--- src/rtl/matmul_pkg.sv ---
// ============================================================================
// Module      : matmul_pkg
// Description : Shared sizes, APB register codes and reader FSM states for
//               the matmul accelerator readback path.
// Revision    : 1.0 - initial release
// ============================================================================
`default_nettype none

package matmul_pkg;

    localparam int BUS_WIDTH   = 16;
    localparam int ADDR_WIDTH  = 16;
    localparam int MAX_DIM     = 4;
    localparam int SP_NTARGETS = 4;

    // Low five address bits select the register block
    localparam logic [4:0] c_reg_control   = 5'b00000;
    localparam logic [4:0] c_reg_operand_a = 5'b00100;
    localparam logic [4:0] c_reg_operand_b = 5'b01000;
    localparam logic [4:0] c_reg_flags     = 5'b01100;
    localparam logic [4:0] c_reg_sp        = 5'b10000;

    typedef enum logic [2:0] {
        ST_IDLE    = 3'd0,
        ST_SETUP   = 3'd1,
        ST_ACCESS  = 3'd2,
        ST_FSETUP  = 3'd3,
        ST_FACCESS = 3'd4,
        ST_DONE    = 3'd5
    } sp_reader_state_t;

endpackage

`default_nettype wire

--- src/rtl/matmul_apb_rd_master.sv ---
// ============================================================================
// Module      : matmul_apb_rd_master
// Description : One APB read transaction: drives psel/penable from the
//               caller's phase, counts wait states and flags a timeout.
// Revision    : 1.0 - initial release
// ============================================================================
`default_nettype none

module matmul_apb_rd_master
    import matmul_pkg::*;
#(
    parameter int BUS_WIDTH = matmul_pkg::BUS_WIDTH,
    parameter int TIMEOUT   = 255
) (
    input  logic                 clk_i,
    input  logic                 rst_i,
    input  logic                 setup_i,
    input  logic                 access_i,
    input  logic                 pready_i,
    input  logic [BUS_WIDTH-1:0] prdata_i,
    output logic                 psel_o,
    output logic                 penable_o,
    output logic                 valid_o,
    output logic                 timeout_o,
    output logic [BUS_WIDTH-1:0] rdata_o
);

    localparam int WAIT_W = $clog2(TIMEOUT + 1);

    logic [WAIT_W-1:0] r_wait;

    // Every access phase is preceded by a setup phase, so holding the
    // counter at zero outside ACCESS restarts it for each transfer.
    always_ff @(posedge clk_i) begin
        if (rst_i || !access_i) begin
            r_wait <= '0;
        end else if (!pready_i) begin
            r_wait <= r_wait + WAIT_W'(1);
        end
    end

    assign psel_o    = setup_i | access_i;
    assign penable_o = access_i;
    assign valid_o   = access_i & pready_i;
    assign timeout_o = access_i & ~pready_i & (r_wait == WAIT_W'(TIMEOUT - 1));
    assign rdata_o   = prdata_i;

endmodule

`default_nettype wire

--- src/rtl/matmul_sp_reader.sv ---
// ============================================================================
// Module      : matmul_sp_reader
// Description : Drains result matrix C and FLAGS over APB after a run and
//               presents them as flattened buses for the golden checker.
// Revision    : 1.0 - initial release
// ============================================================================
`default_nettype none

module matmul_sp_reader
    import matmul_pkg::*;
#(
    parameter int BUS_WIDTH   = matmul_pkg::BUS_WIDTH,
    parameter int ADDR_WIDTH  = matmul_pkg::ADDR_WIDTH,
    parameter int MAX_DIM     = matmul_pkg::MAX_DIM,
    parameter int SP_NTARGETS = matmul_pkg::SP_NTARGETS,
    parameter int TIMEOUT     = 255
) (
    input  logic                                   clk_i,
    input  logic                                   rst_i,
    input  logic                                   start_i,
    input  logic [7:0]                             rows_i,
    input  logic [7:0]                             cols_i,
    input  logic [$clog2(SP_NTARGETS)-1:0]         sp_sel_i,
    output logic                                   psel_o,
    output logic                                   penable_o,
    output logic                                   pwrite_o,
    output logic [ADDR_WIDTH-1:0]                  paddr_o,
    input  logic [BUS_WIDTH-1:0]                   prdata_i,
    input  logic                                   pready_i,
    output logic                                   busy_o,
    output logic                                   done_o,
    output logic                                   timeout_o,
    output logic [BUS_WIDTH*MAX_DIM*MAX_DIM-1:0]   data_sp_o,
    output logic [BUS_WIDTH-1:0]                   flags_o
);

    localparam int SEL_W  = $clog2(SP_NTARGETS);
    localparam int CNT_W  = $clog2(MAX_DIM + 1);
    localparam int IDX_W  = (MAX_DIM > 1) ? $clog2(MAX_DIM) : 1;
    localparam int ELEM_W = (MAX_DIM > 1) ? $clog2(MAX_DIM * MAX_DIM) : 1;
    localparam int UP_W   = ADDR_WIDTH - 5;

    sp_reader_state_t r_state, w_next;

    logic [CNT_W-1:0]     r_rows, r_cols, w_rows_clamped, w_cols_clamped;
    logic [SEL_W-1:0]     r_sp_sel;
    logic [IDX_W-1:0]     r_i, r_j;
    logic [ELEM_W-1:0]    w_elem;
    logic                 w_accept, w_last_col, w_last_elem;
    logic                 w_setup, w_access, w_valid, w_timeout;
    logic [BUS_WIDTH-1:0] w_rdata;
    logic [BUS_WIDTH*MAX_DIM*MAX_DIM-1:0] r_data;
    logic [BUS_WIDTH-1:0] r_flags;
    logic                 r_done, r_timeout;

    assign w_rows_clamped = (rows_i > 8'(MAX_DIM)) ? CNT_W'(MAX_DIM) : rows_i[CNT_W-1:0];
    assign w_cols_clamped = (cols_i > 8'(MAX_DIM)) ? CNT_W'(MAX_DIM) : cols_i[CNT_W-1:0];

    assign w_accept    = start_i & ((r_state == ST_IDLE) | (r_state == ST_DONE));
    assign w_last_col  = (CNT_W'(r_j) == r_cols - CNT_W'(1));
    assign w_last_elem = w_last_col & (CNT_W'(r_i) == r_rows - CNT_W'(1));
    assign w_elem      = ELEM_W'(r_i) * ELEM_W'(MAX_DIM) + ELEM_W'(r_j);
    assign w_setup     = (r_state == ST_SETUP)  | (r_state == ST_FSETUP);
    assign w_access    = (r_state == ST_ACCESS) | (r_state == ST_FACCESS);

    matmul_apb_rd_master #(
        .BUS_WIDTH (BUS_WIDTH),
        .TIMEOUT   (TIMEOUT)
    ) u_apb_rd (
        .clk_i     (clk_i),
        .rst_i     (rst_i),
        .setup_i   (w_setup),
        .access_i  (w_access),
        .pready_i  (pready_i),
        .prdata_i  (prdata_i),
        .psel_o    (psel_o),
        .penable_o (penable_o),
        .valid_o   (w_valid),
        .timeout_o (w_timeout),
        .rdata_o   (w_rdata)
    );

    always_ff @(posedge clk_i) begin
        if (rst_i) begin
            r_state <= ST_IDLE;
        end else begin
            r_state <= w_next;
        end
    end

    always_comb begin
        w_next = r_state;
        case (r_state)
            ST_IDLE, ST_DONE: begin
                if (start_i) begin
                    w_next = ((w_rows_clamped == '0) || (w_cols_clamped == '0)) ? ST_FSETUP : ST_SETUP;
                end
            end
            ST_SETUP:  w_next = ST_ACCESS;
            ST_ACCESS: begin
                if (w_timeout) begin
                    w_next = ST_DONE;
                end else if (w_valid) begin
                    w_next = w_last_elem ? ST_FSETUP : ST_SETUP;
                end
            end
            ST_FSETUP:  w_next = ST_FACCESS;
            ST_FACCESS: begin
                if (w_timeout || w_valid) begin
                    w_next = ST_DONE;
                end
            end
            default:    w_next = ST_IDLE;
        endcase
    end

    always_ff @(posedge clk_i) begin
        if (rst_i) begin
            r_rows    <= '0;
            r_cols    <= '0;
            r_sp_sel  <= '0;
            r_i       <= '0;
            r_j       <= '0;
            r_data    <= '0;
            r_flags   <= '0;
            r_done    <= 1'b0;
            r_timeout <= 1'b0;
        end else if (w_accept) begin
            r_rows    <= w_rows_clamped;
            r_cols    <= w_cols_clamped;
            r_sp_sel  <= sp_sel_i;
            r_i       <= '0;
            r_j       <= '0;
            r_data    <= '0;
            r_flags   <= '0;
            r_done    <= 1'b0;
            r_timeout <= 1'b0;
        end else if (w_timeout) begin
            r_done    <= 1'b1;
            r_timeout <= 1'b1;
        end else if ((r_state == ST_ACCESS) && w_valid) begin
            r_data[int'(w_elem) * BUS_WIDTH +: BUS_WIDTH] <= w_rdata;
            if (w_last_col) begin
                r_j <= '0;
                r_i <= r_i + IDX_W'(1);
            end else begin
                r_j <= r_j + IDX_W'(1);
            end
        end else if ((r_state == ST_FACCESS) && w_valid) begin
            r_flags <= w_rdata;
            r_done  <= 1'b1;
        end
    end

    // Address is forced to zero outside a transfer so idle bus is quiet
    always_comb begin
        paddr_o = '0;
        if ((r_state == ST_SETUP) || (r_state == ST_ACCESS)) begin
            paddr_o = {UP_W'(r_sp_sel) * UP_W'(MAX_DIM * MAX_DIM) + UP_W'(w_elem), c_reg_sp};
        end else if ((r_state == ST_FSETUP) || (r_state == ST_FACCESS)) begin
            paddr_o = {{UP_W{1'b0}}, c_reg_flags};
        end
    end

    assign pwrite_o  = 1'b0;
    assign busy_o    = (r_state != ST_IDLE) && (r_state != ST_DONE);
    assign done_o    = r_done;
    assign timeout_o = r_timeout;
    assign data_sp_o = r_data;
    assign flags_o   = r_flags;

endmodule

`default_nettype wire

--- config.mk ---
export PLATFORM = sky130hd
export DESIGN_NAME = matmul_sp_reader
export DESIGN_NICKNAME = d
export VERILOG_FILES = /design/src/rtl/matmul_pkg.sv /design/src/rtl/matmul_apb_rd_master.sv /design/src/rtl/matmul_sp_reader.sv
export SDC_FILE = /design/constraint.sdc
export NUM_CORES = 1
export LEC_CHECK = 0
export BUFFER_PORTS_ARGS = -buffer_cell sky130_fd_sc_hd__buf_2
export CORE_ASPECT_RATIO = 0.7
export CORE_UTILIZATION = 55
export CTS_BUF_LIST = sky130_fd_sc_hd__clkbuf_2 sky130_fd_sc_hd__clkbuf_4 sky130_fd_sc_hd__clkbuf_8
export DETAILED_ROUTE_END_ITERATION = 7
export PLACE_DENSITY = 0.94
export SETUP_SLACK_MARGIN = 0.5
export SKIP_CTS_REPAIR_TIMING = 1
export SKIP_LAST_GASP = 1
export SYNTH_ARGS = -nofsm -noshare
export SYNTH_HDL_FRONTEND = slang
export SYNTH_HIERARCHICAL = 1
export SYNTH_SLANG_ARGS = --single-unit
export TNS_END_PERCENT = 50
--- constraint.sdc ---
create_clock -name clk_i -period 3.54 [get_ports clk_i]
set_clock_uncertainty 0.2 [all_clocks]
set_input_delay 0.177 -clock clk_i [delete_from_list [all_inputs] [get_ports clk_i]]
set_output_delay 0.177 -clock clk_i [all_outputs]
set_load 0.02 [all_outputs]
# ---- Yosys cells after proc, flatten, opt, wreduce, memory -nomap -nowiden
# Cells that the tools add are included.
# W data, S select, Z words.
dict set report totals {
  ff_bits 297
  latchBits 0
  ramBits 0
  mem_bits_ro 0
  inputBits 38
  output_inout_bits 294
  word_cells 85
  memories 0
}
dict set report classes {
  n_addsub 8
  multipliers 0
  div 0
  order_cmp 2
  eq_ne 13
  shift 2
  muxes 16
  bitwise_logic 12
  reduce_logical 21
}
# cell n
set ops {}
lappend ops {{$bwmux W256} 1}
lappend ops {{$shift A16 B33 Y256 const A} 1}
lappend ops {{$shiftx A16 B33 Y256} 1}
lappend ops {{$neg A8 Y33} 1}
lappend ops {{$mux W3} 6}
lappend ops {{$gt A8 B3 Y1 const B} 2}
lappend ops {{$pmux W3 S5} 1}
lappend ops {{$mux W12} 1}
lappend ops {{$logic_not A3 Y1} 3}
lappend ops {{$reduce_and A3 Y1} 3}
lappend ops {{$add A8 B1 Y8 const B} 1}
lappend ops {{$eq A8 B8 Y1 const B} 1}
lappend ops {{$add A6 B4 Y7} 1}
lappend ops {{$eq A2 B3 Y1} 2}
lappend ops {{$eq A3 B2 Y1 const B} 2}
lappend ops {{$eq A3 B3 Y1 const B} 2}
lappend ops {{$mux W2} 3}
lappend ops {{$ne A3 B3 Y1 const B} 2}
lappend ops {{$sub A3 B1 Y3 const B} 2}
lappend ops {{$and A1 B1 Y1} 5}
lappend ops {{$logic_or A1 B1 Y1} 5}
lappend ops {{$add A2 B1 Y2 const B} 2}
lappend ops {{$add A4 B2 Y4} 1}
lappend ops {{$mux W4} 1}
lappend ops {{other kinds (12)} 24}

# ---- Depth between registers and ports, before layout
dict set report logic_depth {
  depth_word 7
  mapped_depth 14
  mapped_depth_nobuf 8
}

# ---- Cells and area by module
# Netlist, hierarchy kept.
# module instances cells_each area_per_inst_um2 seq_area_each_um2
set modules_own_cells {}
lappend modules_own_cells {matmul_sp_reader 1 1422 12056.6 5785.5}
lappend modules_own_cells {matmul_apb_rd_master 1 63 539.3 160.2}

# ---- Least setup slack after synthesis
# No wires, ideal clock.
dict set report synth_timing {
  kind {register to register}
  from {reg r_state[2]}
  to {reg r_data[245] (netlist: data_sp_o[245])}
  setup_ps 128
  arrival_ps 2682
  t_required_ps 3212
  path_slack_ps 531
  stages_incl_launch_ff 15
  path_buffers 6
  path_cell_list {dfxtp_1 buf_4 clkbuf_1 xnor2_1 nor2_1 nand3_1 nor4_1 buf_6 or4b_4 buf_6 a2111o_1 buf_6 buf_12 mux2i_1 nor2_1}
}
dict set report synth_between {
  elab_chain_cells 6
  word_cells_on_any_way 14
  classes_between {eq/ne: 3; bitwise: 7; reduce/logical: 4}
}
# element line_no
set synth_rtl {}
lappend synth_rtl {{from (decl)} matmul_sp_reader.sv:43} ;# sp_reader_state_t r_state, w_next;
lappend synth_rtl {{from (signal assigned)} matmul_sp_reader.sv:87} ;# r_state <= w_next;
lappend synth_rtl {{$eq A3 B2 Y1 / $eq A3 B3 Y1 (equally long branches)} matmul_sp_reader.sv:64} ;# assign w_access = (r_state == ST_ACCESS) | (r_state == ST_FACCESS);
lappend synth_rtl {{$or A1 B1 Y1 *} matmul_sp_reader.sv:64}
lappend synth_rtl {{via w_access} matmul_sp_reader.sv:50} ;# logic w_setup, w_access, w_valid, w_timeout;
lappend synth_rtl {{$and A1 B1 Y1 * (2 in series)} matmul_apb_rd_master.sv:45} ;# assign timeout_o = access_i & ~pready_i & (r_wait == WAIT_W'(TIMEOUT - 1));
lappend synth_rtl {{via w_timeout} matmul_sp_reader.sv:50}
lappend synth_rtl {{$not A1 Y1 (no source line) *} -}
lappend synth_rtl {{$reduce_and A2 Y1 (no source line) *} -}
lappend synth_rtl {{to (signal, indexed assignment)} matmul_sp_reader.sv:142} ;# r_data[int'(w_elem) * BUS_WIDTH +: BUS_WIDTH] <= w_rdata;
lappend synth_rtl {{to (decl)} matmul_sp_reader.sv:52} ;# logic [BUS_WIDTH*MAX_DIM*MAX_DIM-1:0] r_data;
# Mark *: on every way through the listed nets, which the timed path passes. The rest lies on a longest branch.
# A chain may end at the register's enable or synchronous reset.

# ---- Worst setup path in the final report
dict set report layout_timing {
  from {reg r_state[1]}
  to {reg r_data[251] (netlist: data_sp_o[251])}
}
dict set report layout_between {
  elab_chain_cells 6
  word_cells_on_any_way 14
  classes_between {eq/ne: 3; bitwise: 7; reduce/logical: 4}
}
# element line_no
set layout_rtl {}
lappend layout_rtl {{$eq A3 B2 Y1 / $eq A3 B3 Y1 (equally long branches)} matmul_sp_reader.sv:64}
lappend layout_rtl {{$or A1 B1 Y1 *} matmul_sp_reader.sv:64}
lappend layout_rtl {{$and A1 B1 Y1 * (2 in series)} matmul_apb_rd_master.sv:45}
lappend layout_rtl {{via w_timeout} matmul_sp_reader.sv:50}
lappend layout_rtl {{$not A1 Y1 (no source line) *} -}
lappend layout_rtl {{$reduce_and A2 Y1 (no source line) *} -}
# Marks and branches as above.

==> flow_metrics.py <==
metrics = {
    "worst_setup_path": {
        "r2r_slack_ns": 0.54,
        "crit_arrival_ns": 3.22,
        "timing.rr.start": "r_state[1]",
        "path_cells": "xnor2_1, nor2_1, nand3_1, nor4_1, buf_4, or4b_4, a2111o_2, mux2i_1, nor2_1",
        "cp_data_required_time_ns": 3.75,
        "ff2ff_path_depth": 9,
        "critPathMaxFanout": 16,
        "endpoint_kind": "register",
        "startpoint_type": "register",
        "critical_path.top_delay_family": "simple AND/OR/NAND/NOR gates",
        "crit_type": "register to register",
        "cpMostUsedCell": "nor2_1",
        "r2r-end": "data_sp_o[251]",
        "cp_slowest_cell": "a2111o_2",
        "cpPeakStageDelay_ns": 0.68,
        "crit_buf_inv": 1,
    },
    "synthesis": {
        "synth_area_leaders": "dfxtp_1 47%, a21oi_1 7.8%, mux2i_1 7.6%, nand3_1 5.6%, nand2_1 5.3%",
        "yosys.area_share.adder_pct": 0.993,
        "netlist_area_um2": 12600,
        "synth-seq-cells": 297,
        "synthXorXnorAreaFrac_pct": 0.834,
        "synth_top_family_by_area": "simple AND/OR/NAND/NOR gates",
        "synth_warnings": 6,
        "syn_area_per_cell_um2": 8.48,
        "synth_seq_area_share_pct": 47.2,
        "ys_types": 55,
        "synth_flop_cell": "dfxtp_1",
        "muxShareOfSynthArea_pct": 7.63,
        "synth_top_area_share_pct": 47.2,
        "synth-simple-area-share_pct": 22.4,
        "synth_largest_area_cell": "dfxtp_1",
        "synth_compound_area_share_pct": 13.5,
        "syn_inst": 1485,
        "async_flop_share_pct": 0,
        "synth-edff-count": 0,
    },
    "global_route": {
        "grt_pass1_wl_um": 64900,
        "grt_start_max_net_pins": 97,
        "grt.met3_usage_pct": 11.4,
        "top_usage_layer": "met2",
        "track_usage_pct": 35.6,
        "use_met1_pct": 44.2,
        "gr-total-overflow": 0,
        "antenna_found_initial": 0,
        "grt_pass1_vias": 11700,
        "grt_use_met2_pct": 57.2,
    },
    "cells_and_area": {
        "num_antenna_cells": 0,
        "n_fill_cell": 1663,
        "final-instance-count-excl-fill": 2095,
        "nNetsFinal": 1809,
        "drive_above_1_share_pct": 25.9,
        "syn_to_final_growth_pct": 23.0,
    },
    "flow_run": {
        "drv_cap": 0,
    },
    "floorplan": {
        "rows": 45,
        "start_util_pct": 57.1,
        "boundaryPins": 332,
        "core_um2": 22100,
        "dieArea_um2": 23500,
        "die_x_um": 183,
        "die_y_um": 129,
    },
    "detailed_routing": {
        "ant_nets": 0,
        "avgRoutedWirePerCell_um": 21.3,
        "routed_via_density": 6.12,
        "first_pass_iters": 7,
        "drtIter0Drc": 1606,
        "post-route-drc-count": 0,
        "vias": 12800,
        "totalWireLength_um": 44500,
    },
    "timing": {
        "fin_tns_setup_ns": 0,
        "setup_viol": 0,
        "max_freq_mhz": 333,
        "period_needed_ns": 3.00,
        "rsz0062_at_grt": "true",
        "slew_violations": 0,
        "slew_headroom_pct": 39.2,
        "fin_hold_ws_ns": -0.0834,
        "hold_viol": 9,
        "finalCritPeriodShare_pct": 84.9,
        "worstMarginPinSlew_ns": 0.912,
        "layout_setup_ws_ns": 0.536,
    },
    "clocking": {
        "cts_tree": "yes",
        "root_buffer": "clkbuf_8",
        "clockBufferDepth": 3,
        "clock_latency_ns": 0.54,
        "h-tree-depth": 2,
        "clkSinkCount": 297,
        "clkTransAtPathRegs_ns": 0.07,
        "numCtsBuffers": 44,
    },
    "power": {
        "cellPowerDensity_nw_per_um2": 426,
        "peakVddDrop_mv": 0.338,
        "total_power_w": 0.00660,
        "leakage_nw": 6.76,
    },
    "min_path": {
        "hp-start": "prdata_i[0]",
        "hold_class": "primary input to register",
        "hold_end": "data_sp_o[0]",
        "whs_path_depth": 3,
    },
    "place": {
        "dp_hpwl_um": 27600,
        "gp_congestion": 0.890,
        "place_ws_ns": 0.326,
        "dp.cells": 1980,
        "portBuffers": 323,
    },
    "run_status": {
        "violations": "hold timing",
        "status": "complete, but fails checks",
    },
}
## layer usage
layer  wire length [um]  vias up
met3               5750      164
met1              16900     6005
li1                   -     5684
met5                  0        -
met2              20000      978
met4               1880        0
## cells in the mapped netlist, types with 9 or more instances
master / number
nand3_1: 141
inv_1: 13
and3_1: 22
and2_1: 25
ha_1: 10
o21ai_0: 86
buf_1: 9
clkbuf_1: 116
dfxtp_1: 297
buf_2: 18
mux2i_1: 96
a21oi_1: 197
nor2_1: 68
nand4_1: 83
buf_4: 28
nand2_1: 177
## worst register-to-register path, stage by stage, from the launching register on
cell and delay, ns:
dfxtp_2 0.48, xnor2_1 0.16, nor2_1 0.10, nand3_1 0.09, nor4_1 0.05, buf_4 0.17
or4b_4 0.61, a2111o_2 0.68, mux2i_1 0.29, nor2_1 0.06
## per-stage QoR
step	hold slack, ns	utilization, %	area, um^2
2_1_floorplan	0.0555	-	12600
3_5_place_dp	0.231	64.1	14100
3_3_place_gp	0.230	64.1	14100
5_1_grt	-0.0864	70.2	15500
4_1_cts	-0.344	68.2	15000
6_report	-0.0834	70.2	15500
## where the power goes
group	internal (W)	switching (W)	total, W
logic	0.0000808	0.000240	0.000320
registers	0.00335	0.00000657	0.00335
clock network	0.00159	0.00133	0.00293
total	0.00502	0.00158	0.00660
## placed cells by master, fill, tap and decap left out, types with 3 or more instances in the layout
cell             n
a211oi_1         3
a21oi_1        195
and2_1          24
and3_1          22
buf_12           4
buf_2          323
buf_4           35
clkbuf_4        14
clkbuf_8        54
clkinv_2         6
conb_1           8
dfxtp_1        296
dlygate4sd3_1   39
ha_1            10
inv_1           13
mux2i_1         96
nand2_1        177
nand2b_1         7
nand3_1        140
nand4_1         83
nor2_1          68
nor2b_1          8
nor3_1           5
o211ai_1         4
o21ai_0         86
or3_1            6
or4_1            4
xnor2_1          5
xor2_1           7
## layout make-up
cell class              instances  area (um^2)  share of cell area (%)
flip-flops and latches        297         5950                    38.4
multi-input cells            1003         5850                    37.8
repair buffers                402         2360                    15.2
clock buffers                  68          848                    5.47
well taps                     305          382                    2.46
clock inverters                 7         60.1                   0.388
inverters                      13         48.8                   0.315
## cell families (layout without fill, tap and decap cells)
group	count (synthesis)	after routing
compound gates	311	311
xor+xnor	12	12
fa+ha+maj	10	10
buf+inv	192	490
flops	297	297
mux	96	96
other cells	1	8
simple gates	566	566
## sequential cells by signal, summed over array words and instances, names as in the netlist, 3 cells and up
signal           count
data_sp_o          256
u_apb_rd/r_wait      8
r_state              3
r_cols               3
r_rows               3
flags_o             16
## worst max path at each step
stage                     depth (start not counted)             end  slack (ns)       start
after floorplan                                  14  data_sp_o[245]        0.53  r_state[2]
after global placement                            9  data_sp_o[246]        0.46  r_state[1]
after detailed placement                          7  data_sp_o[240]        0.33  r_state[1]
after CTS                                         7  data_sp_o[251]        0.28  r_state[1]
after global routing                             11   data_sp_o[32]        0.47  r_state[1]
final                                             9  data_sp_o[251]        0.54  r_state[1]
Note: power is estimated with default switching activity, not from simulation.
